<file path="config.mk">
export PLATFORM = sky130hd
export DESIGN_NAME = ascon_block_formatter
export DESIGN_NICKNAME = d
export VERILOG_FILES = /design/src/rtl/ascon_block_formatter.sv
export SDC_FILE = /design/constraint.sdc
export NUM_CORES = 1
export LEC_CHECK = 0
export ABC_AREA = 1
export BUFFER_PORTS_ARGS = -buffer_cell sky130_fd_sc_hd__buf_2
export CORE_MARGIN = 2
export CORE_UTILIZATION = 55
export CTS_BUF_LIST = sky130_fd_sc_hd__clkbuf_4 sky130_fd_sc_hd__clkbuf_8
export DETAILED_ROUTE_END_ITERATION = 16
export PLACE_DENSITY_LB_ADDON = 0.25
export SLEW_MARGIN = 25
export SYNTH_ARGS = -nofsm -noshare
export SYNTH_HDL_FRONTEND = slang
export SYNTH_SLANG_ARGS = --single-unit
export TNS_END_PERCENT = 50
</file>
<file path="constraint.sdc">
create_clock -name clock_i -period 5.4 [get_ports clock_i]
set_clock_uncertainty 0.1 [all_clocks]
set_input_delay 0.54 -clock clock_i [delete_from_list [all_inputs] [get_ports clock_i]]
set_output_delay 0.54 -clock clock_i [all_outputs]
set_load 0.03 [all_outputs]
</file>
<file path="src/rtl/ascon_block_formatter.sv">
// Packs an AD/PT byte stream into 64-bit Ascon-128 rate blocks with 10* padding and
// sequences start/data_valid pulses with the init and per-block permutation gaps.
module ascon_block_formatter #(
  parameter int unsigned PULSE_CYCLES = 2,
  parameter int unsigned INIT_CYCLES  = 16,
  parameter int unsigned GAP_CYCLES   = 16
) (
  input  logic        clock_i,
  input  logic        reset_i,
  input  logic        msg_start_i,
  input  logic        ad_empty_i,
  input  logic        pt_empty_i,
  input  logic [7:0]  byte_i,
  input  logic        byte_valid_i,
  input  logic        byte_last_i,
  output logic        byte_ready_o,
  output logic        start_o,
  output logic [63:0] data_o,
  output logic        data_valid_o,
  output logic        phase_pt_o,
  output logic        busy_o,
  output logic        done_o
);

  typedef enum logic [2:0] {
    S_IDLE, S_START, S_INIT_WAIT, S_COLLECT, S_EMIT, S_GAP, S_PAD, S_DONE
  } state_t;

  localparam logic [15:0] PULSE_LAST = 16'(PULSE_CYCLES - 1);
  localparam logic [15:0] INIT_LAST  = 16'(INIT_CYCLES - 1);
  localparam logic [15:0] GAP_LAST   = 16'(GAP_CYCLES - 1);

  state_t      state_q, state_d;
  logic [15:0] cnt_q, cnt_d;
  logic [2:0]  idx_q, idx_d;
  logic [63:0] data_q, data_d;
  logic        ad_empty_q, ad_empty_d;
  logic        pt_empty_q, pt_empty_d;
  logic        phase_pt_q, phase_pt_d;
  logic        phase_end_q, phase_end_d;
  logic        pad_pend_q, pad_pend_d;
  logic [6:0]  sh;
  logic [63:0] base;

  always_ff @(posedge clock_i) begin
    if (reset_i) begin
      state_q     <= S_IDLE;
      cnt_q       <= '0;
      idx_q       <= '0;
      data_q      <= '0;
      ad_empty_q  <= 1'b0;
      pt_empty_q  <= 1'b0;
      phase_pt_q  <= 1'b0;
      phase_end_q <= 1'b0;
      pad_pend_q  <= 1'b0;
    end else begin
      state_q     <= state_d;
      cnt_q       <= cnt_d;
      idx_q       <= idx_d;
      data_q      <= data_d;
      ad_empty_q  <= ad_empty_d;
      pt_empty_q  <= pt_empty_d;
      phase_pt_q  <= phase_pt_d;
      phase_end_q <= phase_end_d;
      pad_pend_q  <= pad_pend_d;
    end
  end

  always_comb begin
    state_d     = state_q;
    cnt_d       = cnt_q;
    idx_d       = idx_q;
    data_d      = data_q;
    ad_empty_d  = ad_empty_q;
    pt_empty_d  = pt_empty_q;
    phase_pt_d  = phase_pt_q;
    phase_end_d = phase_end_q;
    pad_pend_d  = pad_pend_q;
    sh          = {1'b0, idx_q, 3'b000};
    // The first byte of a block clears the stale bytes, so padding can be OR-ed in.
    base        = (idx_q == 3'd0) ? '0 : data_q;

    unique case (state_q)
      S_IDLE: begin
        if (msg_start_i) begin
          state_d     = S_START;
          cnt_d       = '0;
          idx_d       = '0;
          data_d      = '0;
          ad_empty_d  = ad_empty_i;
          pt_empty_d  = pt_empty_i;
          phase_pt_d  = 1'b0;
          phase_end_d = 1'b0;
          pad_pend_d  = 1'b0;
        end
      end
      S_START: begin
        if (cnt_q == PULSE_LAST) begin
          state_d = S_INIT_WAIT;
          cnt_d   = '0;
        end else begin
          cnt_d = cnt_q + 16'd1;
        end
      end
      S_INIT_WAIT: begin
        if (cnt_q == INIT_LAST) begin
          cnt_d      = '0;
          phase_pt_d = ad_empty_q;
          state_d    = (ad_empty_q && pt_empty_q) ? S_PAD : S_COLLECT;
        end else begin
          cnt_d = cnt_q + 16'd1;
        end
      end
      S_COLLECT: begin
        cnt_d = '0;
        if (byte_valid_i) begin
          data_d = base | ({byte_i, 56'h0} >> sh);
          idx_d  = idx_q + 3'd1;
          if (byte_last_i) begin
            phase_end_d = 1'b1;
            idx_d       = '0;
            state_d     = S_EMIT;
            if (idx_q == 3'd7) pad_pend_d = 1'b1;
            else data_d = data_d | ({8'h80, 56'h0} >> (sh + 7'd8));
          end else if (idx_q == 3'd7) begin
            state_d = S_EMIT;
          end
        end
      end
      S_EMIT: begin
        if (cnt_q == PULSE_LAST) begin
          state_d = S_GAP;
          cnt_d   = '0;
        end else begin
          cnt_d = cnt_q + 16'd1;
        end
      end
      S_GAP: begin
        if (cnt_q == GAP_LAST) begin
          cnt_d = '0;
          if (pad_pend_q) begin
            state_d = S_PAD;
          end else if (phase_end_q && phase_pt_q) begin
            state_d = S_DONE;
          end else if (phase_end_q) begin
            phase_pt_d  = 1'b1;
            phase_end_d = 1'b0;
            state_d     = pt_empty_q ? S_PAD : S_COLLECT;
          end else begin
            state_d = S_COLLECT;
          end
        end else begin
          cnt_d = cnt_q + 16'd1;
        end
      end
      S_PAD: begin
        data_d      = 64'h8000_0000_0000_0000;
        pad_pend_d  = 1'b0;
        phase_end_d = 1'b1;
        cnt_d       = '0;
        state_d     = S_EMIT;
      end
      S_DONE: begin
        state_d = S_IDLE;
      end
      default: state_d = S_IDLE;
    endcase
  end

  assign byte_ready_o = (state_q == S_COLLECT);
  assign start_o      = (state_q == S_START);
  assign data_valid_o = (state_q == S_EMIT);
  assign done_o       = (state_q == S_DONE);
  assign busy_o       = (state_q != S_IDLE) && (state_q != S_DONE);
  assign phase_pt_o   = phase_pt_q && busy_o;
  assign data_o       = data_q;

endmodule

</file>
### Word-level counts from Yosys, hierarchy flattened

Cells that the tools add are included.

* word-level logic and storage cells: 107
* bits in latches: 0
* RAM bits: 0
* flip-flop bits (word level): 91
* memories: 0
* bits in read-only memories: 0
* input bits: 15

* add/subtract/negate cells: 3
* equal/unequal tests: 23
* divide/modulo/power cells: 0
* shift operators: 2
* muxes and demuxes: 45
* reduce and logical (&&, ||, !) cells: 23
* multipliers: 0
* bitwise operators: 2
* order comparisons: 0

Operator list (number)
* $mux 64: 5
* $pmux 64 s3: 1
* $or 64x64->64: 2
* $pmux 16 s4: 1
* $shr 64x6->64: 1
* $shr 64x7->64 const A: 1
* $mux 16: 3
* $mux 3: 16
* $pmux 3 s8: 1
* $reduce_and 7->1: 3
* $add 16x1->16 const B: 1
* $eq 16x1->1 const B: 1
* $eq 16x4->1 const B: 1
* $ne 2x2->1 const B: 8
* $eq 3x3->1 const B: 5
* $mux 1: 14
* $reduce_bool 3->1: 3
* $reduce_bool 4->1: 2
* $add 6x4->7 const B: 1
* $eq 3x2->1 const B: 2
* $logic_not 3->1: 2
* $ne 2x1->1 const B: 3
* $pmux 1 s3: 2
* $pmux 3 s2: 1
* other kinds (11): 18

### Depth between registers and ports, before layout

Gate-level depths: netlist of the first run.

* depth after elaboration: 8
* gate-level depth with buffers: 12

### Least setup slack after synthesis of the first run

OpenSTA, ideal clock, no wires.

* kind: flip-flop to output port
* from: register state_q[0]
* to: output port phase_pt_o
* cell stages (with the launch flop): 6
* arrival: 1460 ps
* required time: 4760 ps
* setup slack: 3300 ps
* cells stage by stage: dfxtp_1 -> nand2_1 -> clkinv_1 -> nand2_1 -> inv_1 -> nor3_1

* cells in the longest elaborated chain, start to end: 3

Ends and longest elaborated chain
* start: declaration: line 33 `state_t state_q, state_d;`
* start signal: assignment: line 57 `state_q <= state_d;`
* $ne 3x3->1 or $reduce_bool 3->1 (tied branches): line 174 `assign busy_o = (state_q != S_IDLE) && (state_q != S_DONE);`
* $logic_and 1x1->1 *: line 174
* $logic_and 1x1->1 *: line 175 `assign phase_pt_o = phase_pt_q && busy_o;`
* end: declaration: line 20 `output logic phase_pt_o,`

Every way passes the cells marked *; elsewhere a longest branch is shown, timed or not.

### Final worst setup path of the first run

* from: register idx_q[0]
* to: register data_q[49], in the netlist data_o[49]

* cells in the longest elaborated chain, start to end: 8

Ends and longest elaborated chain
* start: declaration: line 35 `logic [2:0] idx_q, idx_d;`
* start signal: assignment: line 59 `idx_q <= idx_d;`
* branches (longest 5 deep; another with $add 6x4->7)
* $mux 64 *: line 119 `if (byte_last_i) begin`
* $mux 64 *: line 116 `if (byte_valid_i) begin`
* $pmux 64 s3 *: line 83 `unique case (state_q)`
* end signal: assignment: line 60 `data_q <= data_d;`
* end: declaration: line 36 `logic [63:0] data_q, data_d;`

Every way passes the cells marked *. The select of a mux whose other input is x is not followed.
A chain may end at the register's enable or synchronous reset.

==> key figures, run 1 <==
STA
  – Fmax: 285 MHz
  – Hold Vio Cnt, Final: 0
  – Min Clock Period, post-route: 3.51 ns
  – RSZ-0062 raised after global routing: false
  – Least-Margin Pin Slew: 1.01 ns
  – Fin crit share: 65.1%
  – Rel. slew slack: 32.3%
  – Setup TNS: 0 ns
  – Final count of pins violating max slew: 0
  – # setup viols final: 0

Global routing
  – Vias in the first global route: 3,742
  – First-pass GRT wire length: 17,100 µm
  – Overall routing resource usage: 24.7%
  – Initial antenna violation count: 0
  – Largest net degree at the start of global routing: 41
  – Gr ovfl total: 0

Setup path
  – Worst path cell trace: clkinv_1, ha_1, nand2_1, nand2_1, nand2_8, nand2_4, inv_4, nand2_1, nand2_1
  – Crit start category: register
  – Worst path max stage delay: 0.85 ns
  – Setup crit end kind: register
  – Worst Path Max Fanout: 27
  – CP Data Required Time: 5.61 ns
  – Kind of critical path: register to register
  – WP buf/inv: 2
  – CP max stage cell: dfxtp_1
  – Worst path top cell family by delay: buffers and inverters
  – Critical path's most frequent cell: nand2_1
  – Worst endpoint data arrival time: 3.73 ns

Floorplanning
  – FP Rows: 32
  – Core area: 7690 µm²
  – Initial core utilization: 56.2%
  – Die area: 8580 µm²
  – Io pins: 85
  – Die width: 92.7 µm
  – Die Ht: 92.7 µm

Placement
  – PortBufs: 84
  – Placed instance area: 4770 µm²
  – Gpl congestion: 0.913
  – DP HPWL: 7420 µm

Cells and area
  – Area growth from synthesis to layout: 14.9%
  – NumNets Final: 709
  – Layout cells sized above 1: 18.4%
  – Final instance area: 4970 µm²
  – FF/Latch Area: 1820 µm²
  – Area occupied by multi-input gates: 2100 µm²
  – Filler cells: 712
  – ANT cells: 0

Power and ir drop
  – Leak Pwr: 0.00231 µW
  – PwrDens: 384 nW/µm²
  – Peak supply drop: 272 µV

Clocking
  – Number of hold buffers added after cts: 0
  – CTS resizes: 0
  – Clock Root Buffer: clkbuf_8
  – H-tree depth: 3
  – Later-pin clock latency in the skew report: 0.36 ns
  – # clock sinks: 91
  – Num CTS Buffers: 9
  – CTS tree: built
  – Clock tree buffer depth: 2
  – CTS clk-pin slew, worst paths: 0.09 ns
  – Post-CTS setup buffer count: 0

Yosys
  – Mapped Area: 4320 µm²
  – Post-Syn Nets: 636
  – Count leader, synth: nand2_1
  – Top_reg_cell synth: dfxtp_1
  – Seq cells post-synth: 91
  – Distinct cells, synth: 35
  – Synth warn: 0
  – EDFF count, synth: 0
  – Synth top area share: 42.1%
  – Fraction of registers with async set/reset: 0%
  – Post-synth top area cell: dfxtp_1
  – Top post-synthesis cells by area: dfxtp_1, nand2_1, nand3_1
  – Synth cell count leaders: nand2_1, dfxtp_1, inv_1, nand3_1, a21oi_1
  – Sequential area share after synthesis: 42.1%
  – Post-Syn Instances: 614
  – Mean cell area of the mapped netlist: 7.04 µm²

Drt
  – DR iter-0 viols: 300
  – DRT Pass-1 Iters: 4
  – Post-route ant nets: 0
  – Final WL: 10,400 µm
  – Routed vias/inst: 5.31
  – DRC: 0
  – Avg WL per Cell: 13.0 µm
  – Routed via count: 4,215

Run
  – Maxcap violations: 0

Hold path
  – Worst hold path class: register to register

Run status
  – Status: finished clean
## placed cells by master, fill, tap and decap left out, types with 6 or more instances in the layout
cell / n
ha_1: 7
nand4_1: 23
a21oi_1: 55
clkbuf_8: 9
inv_1: 64
nor3_1: 22
nor2_1: 53
inv_2: 6
o21a_1: 11
dfxtp_1: 91
nand3_1: 61
o21ai_0: 9
nand2_1: 150
buf_2: 84
## routing by layer
| metal | routed length (µm) | up-vias | track usage [%] | part of all wire [%] |
|---|---|---|---|---|
| met5 | 0 | - | 0 | 0 |
| met4 | 188 | 0 | 9.19 | 1.8 |
| met3 | 494 | 19 | 4.48 | 4.8 |
| met2 | 4690 | 98 | 39.2 | 45 |
| met1 | 4990 | 1947 | 33.6 | 48 |
| li1 | - | 2151 | - | - |
## worst min-delay path: stages (launching register included)
cell	delay (ns)
dfxtp_1	0.32
nand2_1	0.06
nand2_1	0.04
## state kept, by name, indices dropped and copies added (netlist names)
register,flops
data_o,64
cnt_q,16
idx_q,3
state_q,3
ad_empty_q,1
pad_pend_q,1
phase_end_q,1
phase_pt_q,1
pt_empty_q,1
## cells by family (layout without fill, tap and decap cells)
logic type	after synthesis	count (layout)	synth area share, %
simple gates	328	328	34.6
buf+inv	99	177	9.44
flops	91	91	42.1
compound gates	87	87	11.4
fa+ha+maj	7	7	2.03
xor+xnor	2	2	0.405
## power by group
group          switching, µW  leakage [µW]  total [µW]  internal (µW)
clock                    250     0.0000969         473            223
sequential              53.2      0.000735         762            708
combinational            494       0.00147         674            180
total                    797       0.00231        1910           1110
## worst paths after layout
path / from / to / slack (ns) / cells past startpoint
worst min register to register: data_o[53]$_SDFFE_PP0P_ / data_o[53]$_SDFFE_PP0P_ / 0.35 / 2
worst max register to register: idx_q[0]$_SDFFE_PP0P_ / data_o[49]$_SDFFE_PP0P_ / 1.89 / 9
worst max-delay path: idx_q[0]$_SDFFE_PP0P_ / data_o[49]$_SDFFE_PP0P_ / 1.89 / 9
worst min-delay path: data_o[53]$_SDFFE_PP0P_ / data_o[53]$_SDFFE_PP0P_ / 0.35 / 2
## per-stage QoR
step / cells / setup slack [ns] / total power, µW / hold slack (ns) / utilization [%]
2_1_floorplan: 614 / 3.30 / 1310 / 0.353 / -
3_3_place_gp: 778 / 2.17 / 1420 / 0.325 / 62.0
3_5_place_dp: 778 / 1.94 / 1440 / 0.331 / 62.0
4_1_cts: 794 / 1.91 / 1910 / 0.352 / 64.6
5_1_grt: 794 / 1.54 / 2030 / 0.365 / 64.6
6_report: 794 / 1.89 / 1910 / 0.351 / 64.6
## layout make-up
type                    count  area share (%)
multi-input cells         424            42.2
repair buffers             86            8.76
inverters                  75            5.74
clock buffers              10            2.64
clock inverters             6            1.44
flip-flops and latches     91            36.7
well taps                 102            2.57
(Power assumes the default switching activity.)
==> inputs of run 2 (changes only) <==
--- a/config.mk
+++ b/config.mk
@@ -5,7 +5,7 @@
 export SDC_FILE = /design/constraint.sdc
 export NUM_CORES = 1
 export LEC_CHECK = 0
-export ABC_AREA = 1
+export ABC_AREA = 0
 export BUFFER_PORTS_ARGS = -buffer_cell sky130_fd_sc_hd__buf_2
 export CORE_MARGIN = 2
 export CORE_UTILIZATION = 55
==> constraint.sdc (replaced) <==
create_clock -name clock_i -period 3.47 [get_ports clock_i]
set_clock_uncertainty 0.1 [all_clocks]
set_input_delay 0.347 -clock clock_i [delete_from_list [all_inputs] [get_ports clock_i]]
set_output_delay 0.347 -clock clock_i [all_outputs]
set_load 0.03 [all_outputs]
==> run 2 against run 1 <==
First-iteration DRC count down 49%. Core utilization is 3.2 points higher. Clock-buffer cell count decreased by 1. Die area shrank 8.0%. Synthesized area shrank 8.3%. Flip-flop and latch count stayed put. Wire length shrank 5.9%. Synthesized cell count is 25% lower. Sequential share of layout area is 2.4 points higher. Setup slack got worse by 1.1 ns. Critical endpoint is now state_q[2]$_SDFFE_PP0P_.
==> key figures, run 2 <==
Cells and area
  – Area growth from synthesis to layout: 17.6%
  – Number of flip-flops in the largest register: 64
  – Fin util: 67.8%
  – Layout cells sized above 1: 21.7%
  – Commonest cells after routing, fill and taps aside: dfxtp_1, buf_2, nor2_1
  – ANT cells: 0
  – Commonest non-fill, non-tap cell in the layout: dfxtp_1
  – NumNets Final: 558

Clocking
  – Clock tree buffer depth: 2
  – Number of hold buffers added after cts: 0
  – # clock sinks: 91
  – Post-CTS setup buffer count: 0
  – CTS clk-pin slew, worst paths: 0.09 ns
  – Later-pin clock latency in the skew report: 0.36 ns
  – CTS tree: built
  – Num CTS Buffers: 9
  – CTS resizes: 0
  – Clock Root Buffer: clkbuf_8
  – H-tree depth: 3

STA
  – Least-Margin Pin Slew: 0.947 ns
  – Setup TNS: 0 ns
  – Hold Vio Cnt, Final: 0
  – Fmax: 376 MHz
  – # setup viols final: 0
  – Min Clock Period, post-route: 2.66 ns
  – Rel. slew slack: 36.9%
  – RSZ-0062 raised after global routing: false
  – Final count of pins violating max slew: 0
  – Fin crit share: 76.6%

Setup path
  – Worst path max stage delay: 0.60 ns
  – Worst endpoint data arrival time: 2.84 ns
  – Worst path cell trace: or4_4, nor4_1, o22ai_1, or3_1, a21oi_1
  – Worst Path Max Fanout: 13
  – Kind of critical path: register to register
  – WP buf/inv: 0
  – Setup crit end kind: register
  – CP Data Required Time: 3.66 ns
  – Crit start category: register
  – Worst path top cell family by delay: simple AND/OR/NAND/NOR gates
  – CP max stage cell: or4_4

Drt
  – DRC: 0
  – Met2 WL: 4720 µm
  – Metal-1 WL: 4140 µm
  – DR iter-0 viols: 154
  – Routed vias/inst: 5.88
  – Routed via count: 3,740
  – Avg WL per Cell: 15.3 µm
  – Final WL: 9740 µm
  – Post-route ant nets: 0
  – Top layer in use: met4
  – DRT Pass-1 Iters: 5
  – Met3 wire len: 705 µm

Power and ir drop
  – PwrDens: 521 nW/µm²
  – Sequential power share: 47.1%
  – Combinational fraction of design power: 22.9%
  – Total power: 2430 µW
  – Leak Pwr: 0.00191 µW
  – Cell Int Power: 1600 µW
  – Clk pwr share: 30.0%
  – Peak supply drop: 357 µV
  – Switching Share: 34.3%
  – P_sw: 832 µW

Yosys
  – Synth cell count leaders: dfxtp_1, nor2_1, nand2_1, o21a_1, a21oi_1
  – Sequential area share after synthesis: 46.0%
  – Mean cell area of the mapped netlist: 8.65 µm²
  – Synth warn: 0
  – Top post-synthesis cells by area: dfxtp_1, nor2_1, o21a_1
  – EDFF count, synth: 0
  – Post-Syn Nets: 480
  – Synth top area share: 46.0%
  – Top_reg_cell synth: dfxtp_1
  – Distinct cells, synth: 51
  – Post-Syn Instances: 458
  – Mapped Area: 3960 µm²
  – Post-synth top area cell: dfxtp_1
  – Count leader, synth: dfxtp_1
  – Fraction of registers with async set/reset: 0%
  – Seq cells post-synth: 91

Global routing
  – First-pass GRT wire length: 15,800 µm
  – Overall routing resource usage: 25.7%
  – Gr ovfl total: 0
  – Largest net degree at the start of global routing: 44
  – Vias in the first global route: 3,447
  – Initial antenna violation count: 0

Run
  – Maxcap violations: 0

Hold path
  – Worst hold path class: input pin to register

Floorplanning
  – Die area: 7900 µm²
  – Io pins: 85
  – Initial core utilization: 57.7%
  – FP Rows: 30
  – Die Ht: 88.9 µm
  – Die width: 88.9 µm
  – Core area: 6870 µm²

Run status
  – Status: finished clean

Placement
  – Gpl congestion: 0.866
  – PortBufs: 84
  – DP HPWL: 7000 µm
-- run 2: cell count changes in the layout (fill, tap and decap cells not counted), sizes merged, moves of 20 or more --
cell and delta:
a21oi -32, a22oi +20, inv -60, nand2 -127, nand3 -42, nand4 -22
-- run 2: worst paths after layout --
| kind | from | end | slack, ns | depth (start not counted) |
|---|---|---|---|---|
| hold / removal | pt_empty_i | pt_empty_q$_SDFFE_PP0P_ | 0.15 | 3 |
| setup / recovery | cnt_q[6]$_SDFFE_PP0P_ | state_q[2]$_SDFFE_PP0P_ | 0.81 | 5 |
| hold reg to reg | data_o[17]$_SDFFE_PP0P_ | data_o[17]$_SDFFE_PP0P_ | 0.37 | 1 |
| setup reg to reg | cnt_q[6]$_SDFFE_PP0P_ | state_q[2]$_SDFFE_PP0P_ | 0.81 | 5 |
-- run 2: cell families (layout without fill, tap and decap cells) --
| family | after synthesis | count (layout) | share of synthesized area [%] |
|---|---|---|---|
| buf+inv | 36 | 118 | 3.69 |
| flops | 91 | 91 | 46.0 |
| simple gates | 186 | 186 | 23.1 |
| xor+xnor | 1 | 1 | 0.221 |
| fa+ha+maj | 7 | 7 | 2.21 |
| mux | 1 | 1 | 0.253 |
| compound gates | 136 | 136 | 24.6 |
-- run 2: worst register-to-register path, delay by kind of cell (launching register included) --
| family | cells | cell delay [ns] |
|---|---|---|
| simple gates | 3 | 1.51 |
| compound gates | 2 | 0.56 |
| flops | 1 | 0.41 |
-- run 2: area by class of cell --
cell class                      count  area, µm²
Tap cell                           96        120
Multi-Input combinational cell    331       2000
Clock inverter                      6       73.8
Sequential cell                    91       1820
Clock buffer                        9        124
Timing Repair Buffer               92        480
Fill cell                         566       2210
Inverter                           11       41.3
-- run 2: power by group through the flow --
stage	registers (µW)	clock network [µW]	logic [µW]
finish	1140	728	556
global route	1150	788	608
CTS	1140	741	552
detailed placement	1170	0	550
global placement	1160	0	538
floorplan	1130	0	449
-- run 2: per-layer routing --
layer	track usage (%)	vias to the layer above
li1	-	1821
met1	31.7	1781
met2	41.7	121
met3	8.68	17
met4	9.50	0
met5	0	-
-- run 2: through the flow --
| step | setup WS, ns | cells | hold slack, ns | cell area, µm² |
|---|---|---|---|---|
| 2_1_floorplan | 1.15 | 458 | 0.333 | 3960 |
| 3_3_place_gp | 0.960 | 621 | 0.343 | 4460 |
| 3_5_place_dp | 0.864 | 621 | 0.350 | 4460 |
| 4_1_cts | 0.839 | 636 | 0.128 | 4660 |
| 5_1_grt | 0.604 | 636 | 0.130 | 4660 |
| 6_report | 0.813 | 636 | 0.146 | 4660 |
